## src/rtl/shift_reg_pkg.sv

```systemverilog
// Shared definitions for the 4-bit universal shift register and its monitor:
// mode encodings, direction constants and the next-state helpers.
package shift_reg_pkg;

    typedef enum logic [1:0] {
        MODE_SHIFT     = 2'b00,
        MODE_ROTATE    = 2'b01,
        MODE_PARA_LOAD = 2'b10,
        MODE_HOLD      = 2'b11
    } mode_e;

    localparam logic DIR_RIGHT = 1'b1;
    localparam logic DIR_LEFT  = 1'b0;

    localparam int unsigned REG_W = 4;

    // Next parallel value of the register for one enabled clock edge.
    function automatic logic [REG_W-1:0] next_q(
        input logic [1:0]       mode,
        input logic             dir,
        input logic             s_in,
        input logic [REG_W-1:0] q,
        input logic [REG_W-1:0] d
    );
        logic [REG_W-1:0] nq;
        nq = q;
        case (mode_e'(mode))
            MODE_PARA_LOAD: nq = d;
            MODE_SHIFT: begin
                if (dir == DIR_RIGHT) nq = {s_in, q[REG_W-1:1]};
                else                  nq = {q[REG_W-2:0], s_in};
            end
            MODE_ROTATE: begin
                if (dir == DIR_RIGHT) nq = {q[0], q[REG_W-1:1]};
                else                  nq = {q[REG_W-2:0], q[REG_W-1]};
            end
            default: nq = q;
        endcase
        return nq;
    endfunction

    // Serial output only changes on a shift: it takes the bit pushed out.
    function automatic logic next_sout(
        input logic [1:0]       mode,
        input logic             dir,
        input logic [REG_W-1:0] q,
        input logic             sout
    );
        logic ns;
        ns = sout;
        if (mode_e'(mode) == MODE_SHIFT) begin
            ns = (dir == DIR_RIGHT) ? q[0] : q[REG_W-1];
        end
        return ns;
    endfunction

endpackage

```

## src/rtl/shift_reg_model.sv

```systemverilog
// Cycle-accurate reference model of the universal shift register.
// With MONITOR_SOUT_CHECK_EN defined it also tracks the expected serial output.
module shift_reg_model
    import shift_reg_pkg::*;
(
    input  logic             i_clk,
    input  logic             i_rst_n,
    input  logic             i_enb,
    input  logic             i_dir,
    input  logic             i_s_in,
    input  logic [1:0]       i_modo,
    input  logic [REG_W-1:0] i_d,
    output logic [REG_W-1:0] o_exp_q,
`ifdef MONITOR_SOUT_CHECK_EN
    output logic             o_exp_sout,
`endif
    output logic             o_model_valid
);

    logic [REG_W-1:0] r_exp_q;
    logic             r_model_valid;
    logic [REG_W-1:0] w_next_q;
    logic             w_seed;

    // NOTE: every signal written in always_comb gets a default first, so no
    // path leaves it unassigned and no latch is inferred.
    always_comb begin
        w_next_q = r_exp_q;
        w_seed   = 1'b0;
        if (i_enb) begin
            w_next_q = next_q(i_modo, i_dir, i_s_in, r_exp_q, i_d);
            w_seed   = (mode_e'(i_modo) == MODE_PARA_LOAD);
        end
    end

    // NOTE: state registers use non-blocking assignments so every flop samples
    // pre-edge values, matching the register being checked.
    always_ff @(posedge i_clk or negedge i_rst_n) begin
        if (!i_rst_n) begin
            r_exp_q       <= '0;
            r_model_valid <= 1'b0;
        end else begin
            r_exp_q <= w_next_q;
            if (w_seed) r_model_valid <= 1'b1;
        end
    end

`ifdef MONITOR_SOUT_CHECK_EN
    logic r_exp_sout;
    logic w_next_sout;

    always_comb begin
        w_next_sout = r_exp_sout;
        if (i_enb) w_next_sout = next_sout(i_modo, i_dir, r_exp_q, r_exp_sout);
    end

    always_ff @(posedge i_clk or negedge i_rst_n) begin
        if (!i_rst_n) r_exp_sout <= 1'b0;
        else          r_exp_sout <= w_next_sout;
    end

    assign o_exp_sout = r_exp_sout;
`endif

    assign o_exp_q       = r_exp_q;
    assign o_model_valid = r_model_valid;

endmodule

```

## src/rtl/shift_reg_monitor.sv

```systemverilog
// Output-side checker for the 4-bit universal shift register: reference model,
// per-edge compare, sticky flag and saturating counters. Macro: MONITOR_SOUT_CHECK_EN.
module shift_reg_monitor
    import shift_reg_pkg::*;
#(
    parameter int ERR_CNT_W = 8,
    parameter int CHK_CNT_W = 16
) (
    input  logic                 CLK,
    input  logic                 RST_N,
    input  logic                 ENB,
    input  logic                 DIR,
    input  logic                 S_IN,
    input  logic [1:0]           MODO,
    input  logic [3:0]           D,
    input  logic [3:0]           Q,
    input  logic                 S_OUT,
    output logic [3:0]           EXP_Q,
    output logic                 MODEL_VALID,
    output logic                 ERR,
    output logic                 ERR_STICKY,
    output logic [ERR_CNT_W-1:0] ERR_CNT,
    output logic [CHK_CNT_W-1:0] CHK_CNT
);

    localparam logic [ERR_CNT_W-1:0] ERR_ONE = ERR_CNT_W'(1);
    localparam logic [CHK_CNT_W-1:0] CHK_ONE = CHK_CNT_W'(1);

    logic [3:0]           w_exp_q;
    logic                 w_model_valid;
    logic                 w_mismatch;
    logic                 r_err;
    logic                 r_err_sticky;
    logic [ERR_CNT_W-1:0] r_err_cnt;
    logic [CHK_CNT_W-1:0] r_chk_cnt;

`ifdef MONITOR_SOUT_CHECK_EN
    logic w_exp_sout;
`else
    logic w_unused_sout;
    assign w_unused_sout = S_OUT;
`endif

    shift_reg_model u_model (
        .i_clk         (CLK),
        .i_rst_n       (RST_N),
        .i_enb         (ENB),
        .i_dir         (DIR),
        .i_s_in        (S_IN),
        .i_modo        (MODO),
        .i_d           (D),
        .o_exp_q       (w_exp_q),
`ifdef MONITOR_SOUT_CHECK_EN
        .o_exp_sout    (w_exp_sout),
`endif
        .o_model_valid (w_model_valid)
    );

    // Compare uses pre-edge values: the model's state for this cycle against
    // what the register is presenting now.
`ifdef MONITOR_SOUT_CHECK_EN
    assign w_mismatch = (Q != w_exp_q) || (S_OUT != w_exp_sout);
`else
    assign w_mismatch = (Q != w_exp_q);
`endif

    always_ff @(posedge CLK or negedge RST_N) begin
        if (!RST_N) begin
            r_err        <= 1'b0;
            r_err_sticky <= 1'b0;
            r_err_cnt    <= '0;
            r_chk_cnt    <= '0;
        end else if (w_model_valid) begin
            r_err <= w_mismatch;
            if (r_chk_cnt != '1) r_chk_cnt <= r_chk_cnt + CHK_ONE;
            if (w_mismatch) begin
                r_err_sticky <= 1'b1;
                if (r_err_cnt != '1) r_err_cnt <= r_err_cnt + ERR_ONE;
            end
        end else begin
            r_err <= 1'b0;
        end
    end

    assign EXP_Q       = w_exp_q;
    assign MODEL_VALID = w_model_valid;
    assign ERR         = r_err;
    assign ERR_STICKY  = r_err_sticky;
    assign ERR_CNT     = r_err_cnt;
    assign CHK_CNT     = r_chk_cnt;

endmodule

```

## config.mk

```make
export PLATFORM = sky130hd
export DESIGN_NAME = shift_reg_monitor
export DESIGN_NICKNAME = d
export VERILOG_FILES = /design/src/rtl/shift_reg_pkg.sv /design/src/rtl/shift_reg_model.sv /design/src/rtl/shift_reg_monitor.sv
export SDC_FILE = /design/constraint.sdc
export NUM_CORES = 1
export LEC_CHECK = 0
export BUFFER_PORTS_ARGS = -buffer_cell sky130_fd_sc_hd__buf_2
export CAP_MARGIN = 0
export CORE_UTILIZATION = 35
export DETAILED_ROUTE_END_ITERATION = 10
export GPL_TIMING_DRIVEN = 0
export PLACE_DENSITY = 0.7
export SLEW_MARGIN = 20
export SYNTH_ARGS = -nofsm -noshare
export SYNTH_HDL_FRONTEND = slang
export SYNTH_SLANG_ARGS = --single-unit
```

## constraint.sdc

```tcl
create_clock -name CLK -period 2.14 [get_ports CLK]
set_input_delay 0.428 -clock CLK [delete_from_list [all_inputs] [get_ports CLK]]
set_output_delay 0.428 -clock CLK [all_outputs]
set_load 0.03 [all_outputs]
```

==> results of run 1 <==
[cells in the final DEF, fill, tap and decap left out, types with 3 or more instances in the layout]
cell type,count
xor2_1,11
nand2_1,9
inv_1,3
nor2_1,4
o21ai_0,3
dfrtp_1,31
nand2b_1,4
mux2i_1,3
nand3_1,9
and3_1,4
nor3_1,3
and4_1,6
nand4_1,7
mux2_2,6
xnor2_1,11
buf_2,44
clkbuf_8,5
[flip-flops by register name (all words and copies together), names as in the netlist]
| register | flops |
|---|---|
| CHK_CNT | 16 |
| ERR_CNT | 8 |
| ERR_STICKY | 1 |
| ERR | 1 |
| u_model.o_exp_q | 4 |
| u_model.o_model_valid | 1 |
[per-stage QoR]
step	instances	worst slack [ns]	total power, mW	cell area [µm²]
final	240	0.3244	2.247	1921
after global routing	240	0.1729	2.406	1921
after CTS	240	0.2723	2.277	1921
after detailed placement	234	0.2279	1.851	1848
after global placement	234	0.2369	1.832	1848
after floorplan	140	0.3503	1.577	1565
[cell type report]
cell class	count	area, µm²	area share (%)
inverter	3	11.26	0.5863
multi-input combinational	105	774.5	40.33
tap	50	62.56	3.257
clock buffer	6	72.57	3.779
sequential	31	775.7	40.39
buffer	1	3.754	0.1954
timing repair buffer	44	220.2	11.47
[power by group through the flow]
| stage | Clock (mW) | Sequential, mW | Combinational [mW] |
|---|---|---|---|
| after global routing | 0.455 | 0.992 | 0.959 |
| after detailed placement | 0 | 0.964 | 0.887 |
| final | 0.416 | 0.957 | 0.875 |
| after CTS | 0.433 | 0.958 | 0.887 |
| after global placement | 0 | 0.961 | 0.872 |
| after floorplan | 0 | 1.24 | 0.342 |
[kinds of logic (layout without fill, tap and decap cells)]
family | count (synthesis) | after routing
AND/OR/NAND/NOR | 54 | 54
flip-flops | 31 | 31
XOR/XNOR | 22 | 22
AO/OA/AOI/OAI | 18 | 18
multiplexers | 9 | 9
buffers and inverters | 4 | 54
adder cells (fa/ha/maj) | 2 | 2
[cells in the mapped netlist, types with 2 or more instances]
master | number | area (µm²)
a21oi_1 | 2 | 10.01
and2_1 | 2 | 12.51
and3_1 | 4 | 25.02
and4_1 | 6 | 52.55
dfrtp_1 | 31 | 775.7
ha_1 | 2 | 25.02
inv_1 | 3 | 11.26
mux2_2 | 6 | 67.56
mux2i_1 | 3 | 30.03
nand2_1 | 9 | 33.78
nand2b_1 | 4 | 25.02
nand3_1 | 9 | 45.04
nand4_1 | 7 | 43.79
nor2_1 | 4 | 15.01
nor2b_1 | 2 | 12.51
nor3_1 | 3 | 15.01
o21ai_0 | 3 | 15.01
o31ai_1 | 2 | 15.01
xnor2_1 | 11 | 96.34
xor2_1 | 11 | 96.34
[path summary, 6_finish.rpt]
check | from | cells past startpoint | endpoint
setup / recovery | u_model.o_exp_q[1]$_DFFE_PN0P_ | 4 | ERR_CNT[1]$_DFFE_PN0P_
hold / removal | RST_N | 1 | ERR_CNT[1]$_DFFE_PN0P_
setup reg to reg | u_model.o_exp_q[1]$_DFFE_PN0P_ | 4 | ERR_CNT[1]$_DFFE_PN0P_
hold reg to reg | ERR_STICKY$_DFFE_PN0P_ | 1 | ERR_STICKY$_DFFE_PN0P_
max in group asynchronous | RST_N | 1 | ERR$_DFF_PN0_
min in group CLK | MODO[1] | 2 | u_model.o_exp_q[2]$_DFFE_PN0P_
[layer usage]
metal / routed length (µm) / GRT usage [%]
met4: 23 / 6.122
met2: 1562 / 25.12
met1: 1513 / 18.59
met3: 137 / 4.934
met5: 0 / 0
[critical path, cell delays in order (launching register included)]
cell     delay [ns]
dfrtp_1        0.43
xor2_1         0.21
o41ai_4        0.60
nor2_1         0.16
mux2_2         0.30
==> results.txt, run 1 <==
----------------------------------------------------
[Global route]
  Gr ovfl total ... 0
  Overall global routing resource usage ... 15.37%
  Wire length of the first global-routing pass ... 5181 µm
  Pin count of the biggest net entering global routing ... 32
  Via count of the first global-routing pass ... 1138
  Initial antenna violation count ... 0

[Run status]
  Run status ... finished, final reports clean

[Placement]
  Count of port buffers added during placement ... 44
  Half-perimeter wire length of the detailed placement result ... 2342 µm
  Global placement routability congestion ... 0.7763

[Drt]
  Via count of the routed design ... 1252
  Detailed-routing iteration count for the pre-antenna-repair pass ... 4
  Average detailed-routed wire length per instance ... 13.49 µm
  Via density per instance ... 5.217
  Detail Route Antenna Nets ... 0
  Count of routing violations after the opening detailed-route iteration ... 65
  Drt total wl ... 3237 µm
  Number of remaining DRC errors ... 0

[STA]
  Setup TNS after final layout ... 0 ns
  Final setup vio count ... 0
  Minimum clock period after layout ... 1.816 ns
  Max Clock Freq ... 550.8 MHz
  Largest clock skew in the final design ... 0.004688 ns
  Minimum hold slack ... 0.2018 ns
  Final Hold Viols ... 0
  Worst slew margin relative to its limit ... 53.51%
  Setup repair after global routing missed its margin ... false
  Final-report max-slew violation count ... 0
  Transition at the pin with the smallest max-transition slack ... 0.6973 ns
  Period utilisation layout ... 84.84%

[Floorplan]
  Placeable core region ... 0.004144 mm²
  Core Rows ... 23
  Die Area ... 0.004744 mm²
  Overall die width ... 68.88 µm
  Initial core utilization ... 37.77%
  IO Pins ... 47
  Vertical die dimension ... 68.88 µm

[Layout]
  Layout filler cell count ... 411
  Number of nets in the final layout ... 209
  Number of diodes ... 0
  Utilization after layout ... 46.35%
  Ratio of cells with drive above 1 in the final layout ... 30.00%
  Growth of design area from synthesis to finish ... 22.70%

[Clock tree]
  Clock Tree Root ... clkbuf_8
  Clock Tree Buf Depth ... 2
  CTS Hold Buffers Added ... 0
  Post-CTS setup-driven buffer insertion count ... 0
  Number of buffers added by the clock tree synthesis step ... 5
  Sinks on the clock net ... 31
  Clock slew at the register clock pins of the worst setup and hold paths ... 0.06 ns
  Worst skew pair latency ... 0.27 ns
  Depth of the CTS H-tree ... 2
  CTS tree ... built
  Post_cts resized ... 0

[Yosys]
  Warnings, synthesis ... 0
  Post-synthesis adder-cell area fraction ... 1.599%
  Post-synth EDFFs ... 0
  Synthesized-area fraction occupied by and/or/nand/nor cells ... 19.82%
  Post-synthesis cell area ... 0.001565 mm²
  Xor and xnor area share after synthesis ... 12.31%
  Syn avg cell area ... 11.18 µm²
  Flip-flop cell with the highest count after synthesis ... dfrtp_1
  Mux contribution to synthesized area ... 6.235%
  Main combinational cell family by area after synthesis ... simple AND/OR/NAND/NOR gates
  Fraction of synthesis flops using an asynchronous set or reset pin ... 100.0%
  Number of different library cells in the post-synthesis netlist ... 36
  Sequential share of the synthesized area ... 49.56%
  Compound-Gate Fraction of Synth Area ... 9.512%
  Register bit count reported by yosys ... 31
  Post-synthesis cell count ... 140
  Net count of the mapped netlist ... 158

[Power]
  Pint ... 1.292 mW
  Logic pwr share ... 38.9%
  Fraction of power consumed by the clock network ... 18.5%
  Share of power burned in registers ... 42.6%
  Psw ... 0.9552 mW
  Worst-case vdd ir drop ... 0.0006309 V
  Switching Share ... 42.50%
  P per Cell Area ... 1170 mW/mm²
  Leakage component of the power ... 0.9126 nW

[Worst setup path]
  Required time of the critical path ... 2.30 ns
  Launching element type of the critical path ... flop
  Data arrival time of the worst path ... 1.97 ns
  Endpoint class of the critical path ... flop
  Kind of critical path ... flop to flop
  Worst-path fanout max ... 9
  Internal reg-to-reg setup slack ... 0.32 ns

[Job]
  Max-cap violations ... 0

[Worst hold path]
  Min-Delay Path Class ... input port to asynchronous set/reset pin

----------------------------------------------------
Power figures use the tool's default switching activity.
==> inputs of run 2 (changes only) <==
--- a/config.mk
+++ b/config.mk
@@ -10,7 +10,7 @@
 export CORE_UTILIZATION = 35
 export DETAILED_ROUTE_END_ITERATION = 10
 export GPL_TIMING_DRIVEN = 0
-export PLACE_DENSITY = 0.7
+export PLACE_DENSITY = 0.72
 export SLEW_MARGIN = 20
 export SYNTH_ARGS = -nofsm -noshare
 export SYNTH_HDL_FRONTEND = slang
==> constraint.sdc (replaced) <==
create_clock -name CLK -period 1.6 [get_ports CLK]
set_input_delay 0.32 -clock CLK [delete_from_list [all_inputs] [get_ports CLK]]
set_output_delay 0.32 -clock CLK [all_outputs]
set_load 0.03 [all_outputs]
==> results.txt, run 2 (synthesis gave the netlist of run 1 again) <==
----------------------------------------------------
[Run status]
  Run status ... finished, final reports clean (unchanged)

[STA]
  Max Clock Freq ... 626.8 MHz (was 550.8 MHz)
  Minimum hold slack ... 0.07526 ns (was 0.2018 ns)
  Minimum clock period after layout ... 1.595 ns (was 1.816 ns)
  Final Hold Viols ... 0 (unchanged)
  Final-report max-slew violation count ... 0 (unchanged)
  Largest clock skew in the final design ... 0.008421 ns (was 0.004688 ns)
  Worst slew margin relative to its limit ... 53.95% (was 53.51%)
  Transition at the pin with the smallest max-transition slack ... 0.6907 ns (was 0.6973 ns)
  Period utilisation layout ... 99.71% (was 84.84%)
  Final setup vio count ... 0 (unchanged)
  Setup TNS after final layout ... 0 ns (unchanged)
  Setup repair after global routing missed its margin ... true (was false)

[Layout]
  Most common cell after layout, fill and taps aside ... buf_2 (unchanged)
  Final design area excluding fillers ... 0.002106 mm² (was 0.001921 mm²)
  Growth of design area from synthesis to finish ... 34.53% (was 22.70%)
  Max FFs per register ... 16 (unchanged)
  Number of diodes ... 0 (unchanged)
  Number of nets in the final layout ... 217 (was 209)
  Most frequent cells in the layout ... buf_2, dfrtp_2, dfrtp_1 (was buf_2, dfrtp_1, xor2_1, xnor2_1)
  Non-filler cells in the finished layout ... 250 (was 240)
  Ratio of cells with drive above 1 in the final layout ... 48.00% (was 30.00%)

[Clock tree]
  Clock slew at the register clock pins of the worst setup and hold paths ... 0.07 ns (was 0.06 ns)
  Clock Tree Buf Depth ... 2 (unchanged)
  Number of buffers added by the clock tree synthesis step ... 5 (unchanged)
  Clock Tree Root ... clkbuf_8 (unchanged)
  CTS Hold Buffers Added ... 0 (unchanged)
  Worst skew pair latency ... 0.28 ns (was 0.27 ns)
  Sinks on the clock net ... 31 (unchanged)
  CTS tree ... built (unchanged)
  Depth of the CTS H-tree ... 2 (unchanged)

[Global route]
  Global routing usage on met3 ... 4.112% (was 4.934%)
  Fraction of met1 tracks used by global routing ... 21.21% (was 18.59%)
  Via count of the first global-routing pass ... 1176 (was 1138)
  Wire length of the first global-routing pass ... 5485 µm (was 5181 µm)
  Pin count of the biggest net entering global routing ... 32 (unchanged)
  Busiest layer in global routing ... met2 (unchanged)
  Initial antenna violation count ... 0 (unchanged)
  Gr ovfl total ... 0 (unchanged)
  Overall global routing resource usage ... 16.15% (was 15.37%)
  Met2 usage in global routing ... 24.64% (was 25.12%)

[Placement]
  Count of port buffers added during placement ... 44 (unchanged)
  Placed Area ... 0.001893 mm² (was 0.001848 mm²)
  Global placement routability congestion ... 0.7673 (was 0.7763)
  Inst Count DP ... 234 (unchanged)
  Half-perimeter wire length of the detailed placement result ... 2398 µm (was 2342 µm)

[Power]
  P per Cell Area ... 1556 mW/mm² (was 1170 mW/mm²)
  Leakage component of the power ... 0.9535 nW (was 0.9126 nW)
  Worst-case vdd ir drop ... 0.0008736 V (was 0.0006309 V)
  Overall power consumption ... 3.277 mW (was 2.247 mW)

[Worst setup path]
  Worst Path Buf+Inv ... 1 (was 0)
  Worst stage delay on the critical path ... 0.42 ns (was 0.60 ns)
  Launching element type of the critical path ... flop (unchanged)
  Endpoint class of the critical path ... flop (unchanged)
  Data arrival time of the worst path ... 1.76 ns (was 1.97 ns)
  Worst-path fanout max ... 7 (was 9)
  Kind of critical path ... flop to flop (unchanged)
  Crit path cell chain ... xor2_2 > o41ai_4 > buf_6 > nor2_2 > mux2_2 (was xor2_1 > o41ai_4 > nor2_1 > mux2_2)
  Library cell contributing the largest single delay on the critical path ... dfrtp_2 (was o41ai_4)
  Cell family with most CP delay ... flip-flops (was compound AO/OA/AOI/OAI gates)
  Required time of the critical path ... 1.77 ns (was 2.30 ns)
  Worst reg-to-reg path cell count ... 5 (was 4)
  Number of cells on the critical path ... 5 (was 4)

[Job]
  Max-cap violations ... 0 (unchanged)

[Floorplan]
  Die Area ... 0.004744 mm² (unchanged)
  Core Rows ... 23 (unchanged)
  IO Pins ... 47 (unchanged)
  Placeable core region ... 0.004144 mm² (unchanged)
  Vertical die dimension ... 68.88 µm (unchanged)
  Overall die width ... 68.88 µm (unchanged)
  Initial core utilization ... 37.77% (unchanged)

[Drt]
  Detailed-routing iteration count for the pre-antenna-repair pass ... 4 (unchanged)
  Detail Route Antenna Nets ... 0 (unchanged)
  Via density per instance ... 5.164 (was 5.217)
  Count of routing violations after the opening detailed-route iteration ... 100 (was 65)
  Average detailed-routed wire length per instance ... 13.88 µm (was 13.49 µm)
  Number of remaining DRC errors ... 0 (unchanged)
  Via count of the routed design ... 1291 (was 1252)
  Drt total wl ... 3471 µm (was 3237 µm)

[Worst hold path]
  Min-Delay Path Class ... input port to asynchronous set/reset pin (unchanged)

----------------------------------------------------
[run 2: changes by cell type in the layout (fill, tap and decap cells not counted), moves of 2 or more]
cell,before,now
buf_4,0,7
clkbuf_8,5,7
dfrtp_1,31,12
dfrtp_2,0,19
nor3_1,3,1
nor3_2,0,2
xor2_1,11,7
xor2_2,0,4
[run 2: path summary, 6_finish.rpt]
kind	start	endpoint	slack, ns
worst max-delay path	u_model.o_exp_q[0]$_DFFE_PN0P_	ERR_CNT[1]$_DFFE_PN0P_	0.005
worst min register to register	ERR_STICKY$_DFFE_PN0P_	ERR_STICKY$_DFFE_PN0P_	0.46
min in group CLK	MODO[1]	u_model.o_exp_q[2]$_DFFE_PN0P_	0.31
max in group asynchronous	RST_N	CHK_CNT[15]$_DFFE_PN0P_	1.03
worst min-delay path	RST_N	CHK_CNT[4]$_DFFE_PN0P_	0.08
worst max register to register	u_model.o_exp_q[0]$_DFFE_PN0P_	ERR_CNT[1]$_DFFE_PN0P_	0.005
[run 2: area by class of cell]
type                    instances  area (µm²)
plain buffers                   1       3.754
clock buffers                   8       100.1
fillers                       389        2038
inverters                       3       11.26
multi-input cells             105       844.6
flip-flops and latches         31       799.5
well taps                      50       62.56
repair buffers                 52       284.0
[run 2: metal layers]
metal  part of all wire, %  routed length, µm
met2                    48               1665
met4                   1.6                 57
met3                   3.7                127
met5                     0                  0
met1                    47               1621
[run 2: timing repair]
item,in CTS,in global routing
endpoints found under the setup margin,10,8
hold endpoints to repair,0,0
resized for setup,5,6
pin swaps,5,1
setup buffers,6,2
[run 2: worst reg2reg max path, stage by stage, from the launching register on]
cell	delay, ns
dfrtp_2	0.42
xor2_2	0.16
o41ai_4	0.39
buf_6	0.19
nor2_2	0.06
mux2_2	0.28
[run 2: metrics by stage]
step           worst slack (ns)  util (%)
3_5_place_dp            -0.2219     45.68
5_1_grt                -0.03768     50.82
2_1_floorplan          -0.09453         -
4_1_cts                 0.01071     49.82
6_report               0.004667     50.82
3_3_place_gp            -0.1938     45.68
[run 2: power by group]
part	switching, mW	leakage [nW]	internal (mW)	total (mW)
logic	0.784	0.546	0.520	1.30
clock network	0.280	0.0515	0.392	0.672
registers	0.284	0.356	1.02	1.30
total	1.35	0.953	1.93	3.28
